**src/rtl/csr_stream_fifo.sv**
```systemverilog
// CSR-mapped stream mailbox: host pushes a TX FIFO drained by a stb/ack stream and
// pops an RX FIFO filled by a stb/ack stream; status, levels and sticky errors readable.
module csr_stream_fifo #(
    parameter logic [3:0]  CSR_ID     = 4'h0,
    parameter int unsigned DEPTH_LOG2 = 4
) (
    input  logic        sys_clk,
    input  logic        sys_rst,
    input  logic [13:0] csr_adr,
    input  logic        csr_we,
    input  logic [15:0] csr_dat_w,
    output logic [15:0] csr_dat_r,
    output logic        tx_stb,
    input  logic        tx_ack,
    output logic [15:0] tx_data,
    input  logic        rx_stb,
    output logic        rx_ack,
    input  logic [15:0] rx_data
);
    localparam int unsigned           DEPTH    = 1 << DEPTH_LOG2;
    localparam logic [DEPTH_LOG2:0]   FULL_CNT = {1'b1, {DEPTH_LOG2{1'b0}}};
    localparam logic [DEPTH_LOG2:0]   CNT_ONE  = {{DEPTH_LOG2{1'b0}}, 1'b1};
    localparam logic [DEPTH_LOG2-1:0] PTR_ONE  = {{(DEPTH_LOG2-1){1'b0}}, 1'b1};

    logic [15:0]           tx_mem [DEPTH];
    logic [15:0]           rx_mem [DEPTH];
    logic [DEPTH_LOG2-1:0] tx_wp, tx_rp, rx_wp, rx_rp;
    logic [DEPTH_LOG2:0]   tx_cnt, rx_cnt;
    logic                  tx_en, tx_ovf, rx_udf;

    logic        sel, wr;
    logic [2:0]  idx;
    logic        tx_full, tx_empty, rx_full, rx_empty;
    logic        tx_push, tx_pop, tx_ovf_set, tx_flush;
    logic        rx_push, rx_pop, rx_udf_set, rx_flush;
    logic [15:0] rx_head, rd_mux;
    logic        unused_adr;

    assign unused_adr = ^csr_adr[9:3];

    assign sel = (csr_adr[13:10] == CSR_ID);
    assign idx = csr_adr[2:0];
    assign wr  = sel & csr_we;

    assign tx_full  = (tx_cnt == FULL_CNT);
    assign tx_empty = (tx_cnt == '0);
    assign rx_full  = (rx_cnt == FULL_CNT);
    assign rx_empty = (rx_cnt == '0);

    assign tx_stb  = tx_en & ~tx_empty;
    assign tx_data = tx_mem[tx_rp];
    assign rx_ack  = ~rx_full;
    assign rx_head = rx_empty ? '0 : rx_mem[rx_rp];

    assign tx_pop     = tx_stb & tx_ack;
    assign tx_push    = wr && (idx == 3'd1) && !tx_full;
    assign tx_ovf_set = wr && (idx == 3'd1) && tx_full;
    assign tx_flush   = wr && (idx == 3'd5) && csr_dat_w[1];
    assign rx_push    = rx_stb & rx_ack;
    assign rx_pop     = wr && (idx == 3'd2) && !rx_empty;
    assign rx_udf_set = wr && (idx == 3'd2) && rx_empty;
    assign rx_flush   = wr && (idx == 3'd5) && csr_dat_w[2];

    always_comb begin
        rd_mux = '0;
        if (sel) begin
            case (idx)
                3'd0: rd_mux = {9'b0, rx_udf, tx_ovf, rx_empty, rx_full, tx_empty, tx_full, tx_en};
                3'd2: rd_mux = rx_head;
                3'd3: rd_mux = 16'(tx_cnt);
                3'd4: rd_mux = 16'(rx_cnt);
                3'd5: rd_mux = {15'b0, tx_en};
                default: rd_mux = '0;
            endcase
        end
    end

    // RAM is left uninitialised; pointers and counts alone define contents.
    always_ff @(posedge sys_clk) begin
        if (tx_push) tx_mem[tx_wp] <= csr_dat_w;
        if (rx_push) rx_mem[rx_wp] <= rx_data;
    end

    always_ff @(posedge sys_clk) begin
        if (sys_rst) begin
            tx_wp     <= '0;
            tx_rp     <= '0;
            tx_cnt    <= '0;
            rx_wp     <= '0;
            rx_rp     <= '0;
            rx_cnt    <= '0;
            tx_en     <= 1'b0;
            tx_ovf    <= 1'b0;
            rx_udf    <= 1'b0;
            csr_dat_r <= '0;
        end else begin
            csr_dat_r <= rd_mux;

            if (wr && idx == 3'd5) tx_en <= csr_dat_w[0];
            // Set beats a same-cycle write-1-to-clear.
            tx_ovf <= tx_ovf_set | (tx_ovf & ~(wr && idx == 3'd0 && csr_dat_w[5]));
            rx_udf <= rx_udf_set | (rx_udf & ~(wr && idx == 3'd0 && csr_dat_w[6]));

            if (tx_flush) begin
                tx_wp  <= '0;
                tx_rp  <= '0;
                tx_cnt <= '0;
            end else begin
                if (tx_push) tx_wp <= tx_wp + PTR_ONE;
                if (tx_pop)  tx_rp <= tx_rp + PTR_ONE;
                if (tx_push && !tx_pop)      tx_cnt <= tx_cnt + CNT_ONE;
                else if (!tx_push && tx_pop) tx_cnt <= tx_cnt - CNT_ONE;
            end

            if (rx_flush) begin
                rx_wp  <= '0;
                rx_rp  <= '0;
                rx_cnt <= '0;
            end else begin
                if (rx_push) rx_wp <= rx_wp + PTR_ONE;
                if (rx_pop)  rx_rp <= rx_rp + PTR_ONE;
                if (rx_push && !rx_pop)      rx_cnt <= rx_cnt + CNT_ONE;
                else if (!rx_push && rx_pop) rx_cnt <= rx_cnt - CNT_ONE;
            end
        end
    end
endmodule

```
**config.mk**
```make
export PLATFORM = sky130hd
export DESIGN_NAME = csr_stream_fifo
export DESIGN_NICKNAME = d
export VERILOG_FILES = /design/src/rtl/csr_stream_fifo.sv
export SDC_FILE = /design/constraint.sdc
export NUM_CORES = 1
export LEC_CHECK = 0
export BUFFER_PORTS_ARGS = -buffer_cell sky130_fd_sc_hd__buf_2
export CORE_ASPECT_RATIO = 0.7
export CORE_MARGIN = 3
export CORE_UTILIZATION = 55
export CTS_CLUSTER_SIZE = 8
export DETAILED_ROUTE_END_ITERATION = 6
export PLACE_DENSITY = 0.72
export SKIP_CTS_REPAIR_TIMING = 1
export SLEW_MARGIN = 20
export SYNTH_ARGS = -nofsm -noshare
export SYNTH_HDL_FRONTEND = slang
export SYNTH_SLANG_ARGS = --single-unit
```
**constraint.sdc**
```tcl
create_clock -name sys_clk -period 3.8 [get_ports sys_clk]
set_clock_uncertainty 0.05 [all_clocks]
set_input_delay 0.76 -clock sys_clk [delete_from_list [all_inputs] [get_ports sys_clk]]
set_output_delay 0.76 -clock sys_clk [all_outputs]
set_load 0.02 [all_outputs]
```
==> results.md <==
* Die extent in y at 173 µm
* P_sw at about 2.8 mW
* Total wire length at 45,900 µm
* Sw frac at 20.0%
* Antenna-violating nets left at 0
* Hold Crit Class: in -> reg
* Clk_lat worst skew at 580 ps
* PwrDens at 542 mW/mm²
* Starting Density at 56.5%
* Vias at 11,000
* Register area share after synthesis at 74.7%
* Fill cell count at about 2,600
* Largest net degree at the start of global routing at 65
* Critical Path Source Type: flop
* Fin. max-slew vios at 0
* Htree depth at 3
* Seq pwr share at between 40% and 50%
* Initial DRC count at 1,118
* RSZ-0062 raised after global routing: false
* Gate power share at under 10%
* Core ar. at 0.0390 mm²
* DRC viols at 0
* Detailed placement HPWL at 27,000 µm
* Top FF cell, synth: edfxtp_1
* Max Cap Viol at 0
* I/O pin count at 85
* Initial antenna violation count at 4
* Via-to-Cell Ratio at ~6
* GR Util All Layers at 22.2%
* Ys Warns at 0
* TNS Setup at 0 ps
* Post-Syn Nets at 1,154
* Internal Power at 11.1 mW
* Die Wd at 245 µm
* Mapped cell area at 0.0220 mm²
* Period utilisation layout at 91.8%
* Critical Path RT at 2990 ps
* Cts bufs inserted at 80
* GR Overflow Total at 0
* CTS root buf: clkbuf_16
* Area of the die at 0.0425 mm²
* Port buffer count at just under 80
* VDD IR max at about 0.00028 V
* Register area at 0.0164 mm²
* Area of the multi-input gates at ~0.0053 mm²
* WS Path Type: reg -> out
* Outcome: finished, final reports clean
* Crit path capture type: output pin
* Fmax at about 290 MHz
* Area Overhead vs Synth at 16.6%
* Pleak at a little over 8 nW
* Minimum clock period at 3490 ps
* Cell total after placement at 1,688
* Vias in the first global route at 11,400
* Wire length of the first global-routing pass at 70,000 µm
* Row count at 60
* Setup violators final at 0
* Pre-antenna DRT Iters at 5
* Clk pin slew, worst setup/hold paths at 50 ps
* Netlist cell types at 53
* Yosys reg bits at approximately 570
* Mean Syn Cell Area at 20.3 µm²
* CP max FO at 64
* Share of layout cells above drive strength 1 at around a third
* EDFF count, synth at 512
* Dpl ws at 374 ps
* Fin cells at 1,831
* Layout Nets at 1,314
* Gate Count Post-Synth at 1,083
* Final Hold Viols at 0
* GPL Wtd Cong at 0.791
* Worst-Margin Slew at 972 ps
* Clock power share at between 40% and 50%
* Setup WS post-layout at 313 ps
* Setup slack, reg-to-reg at 830 ps
* CTS max path bufs at 3
* CTS tree: built
* Clock Sink Count at 565
* Fraction of registers with async set/reset at 0%
* Rel. slew slack at 35.1%
* Detailed-route wire length per cell at around 25 µm
* Worst Path Arrival at 2680 ps
## stage by stage
step                      utilization (%)  hold WS [ps]  instance area [µm²]  power (mW)
final                                65.8           382                25600        13.9
after global routing                 65.8           383                25600        14.4
after CTS                            65.8           354                25600        14.0
after detailed placement             59.8           398                23300        7.51
after global placement               59.8           396                23300        7.49
after floorplan                         -           376                22000        7.31
## layer usage
metal / GRT usage (%) / vias to the layer above / routed length, µm
met5: 0 / - / 32
met4: 6.07 / 6 / 816
met3: 5.01 / 63 / 3520
met2: 31.6 / 437 / 20700
met1: 35.2 / 5733 / 20800
li1: - / 4750 / -
## path summary, 6_finish.rpt
check / startpoint / to / cells past startpoint
worst max-delay path: flop / tx_data[6] / 4
worst min-delay path: sys_rst / rx_udf / 2
worst max register to register: rx_cnt[0] / rx_cnt[4] / 12
worst min register to register: rx_udf / rx_udf / 2
## worst max-delay path, stage by stage, from the launching register on
cell and delay, ps:
dfxtp_4 340, buf_12 420, mux4_2 590, mux4_2 520, buf_2 180
## cells by family after synthesis
logic type                 share of synthesized area (%)
muxes                                               15.5
AOI/OAI and AO/OA                                   2.32
DFF                                                 74.7
and+or+nand+nor                                     3.67
xor gates and xnor gates                           0.757
buffers and inverters                               1.87
adders and majority gates                           1.21
## layout make-up
| cell class | count | share of cell area, % |
|---|---|---|
| Sequential cell | 565 | 64.1 |
| Antenna cell | 2 | 0.0195 |
| Timing Repair Buffer | 134 | 3.46 |
| Clock buffer | 138 | 8.99 |
| Clock inverter | 3 | 0.117 |
| Tap cell | 527 | 2.57 |
| Inverter | 17 | 0.249 |
| Multi-Input combinational cell | 445 | 20.5 |
## cell usage after synthesis, types with 2 or more instances
library cell / instances / area share (%)
o21ai_0: 7 / 0.16
nand3_1: 18 / 0.41
nand2_1: 25 / 0.43
mux2i_1: 17 / 0.77
mux2_2: 3 / 0.15
ha_1: 18 / 1.0
a21oi_1: 27 / 0.61
nor2b_1: 15 / 0.43
nor3b_1: 4 / 0.14
buf_1: 10 / 0.17
a22oi_1: 4 / 0.14
buf_4: 7 / 0.24
a21o_1: 3 / 0.10
nand2b_1: 5 / 0.14
a31oi_1: 3 / 0.085
dfxtp_1: 53 / 4.8
clkbuf_1: 10 / 0.17
buf_6: 10 / 0.51
fa_1: 2 / 0.18
buf_2: 15 / 0.34
clkbuf_2: 2 / 0.046
nor2_1: 69 / 1.2
and3_1: 3 / 0.085
xnor2_1: 12 / 0.48
mux4_2: 142 / 15
a211oi_1: 20 / 0.68
a311oi_1: 4 / 0.16
nand4_1: 2 / 0.057
nor3_1: 14 / 0.32
inv_1: 17 / 0.29
and2_1: 2 / 0.057
edfxtp_1: 512 / 70
nor4_1: 2 / 0.057
xor2_1: 7 / 0.28
## power groups by stage
stage | clock network (mW) | logic (mW) | registers, mW
floorplan | 0 | 0.282 | 7.03
global placement | 0 | 0.450 | 7.04
detailed placement | 0 | 0.461 | 7.05
CTS | 6.62 | 0.466 | 6.93
global route | 6.91 | 0.524 | 6.93
finish | 6.51 | 0.467 | 6.93
## state kept, by name, summed over array words and instances, names as in the netlist, named ones only
register   flops
rx_rp          4
tx_rp          4
tx_ovf         1
tx_mem       256
tx_cnt         5
tx_wp          4
tx_en          1
rx_cnt         5
csr_dat_r     16
rx_mem       256
rx_udf         1
rx_wp          4
## cells in the final DEF (no fill, tap or decap), drive strengths merged, types with 4 or more instances in the layout
cell type,instances
nor2b,15
a211oi,20
inv,18
edfxtp,512
nor2,69
nand2,25
a21o,4
nor3b,4
ha,18
a21oi,27
nor3,15
xor2,7
buf,134
mux4,142
o21ai,8
a22oi,4
a311oi,4
nand2b,5
mux2i,17
nand3,18
xnor2,12
clkbuf,138
dfxtp,53
Note: power is estimated with default switching activity, not from simulation.
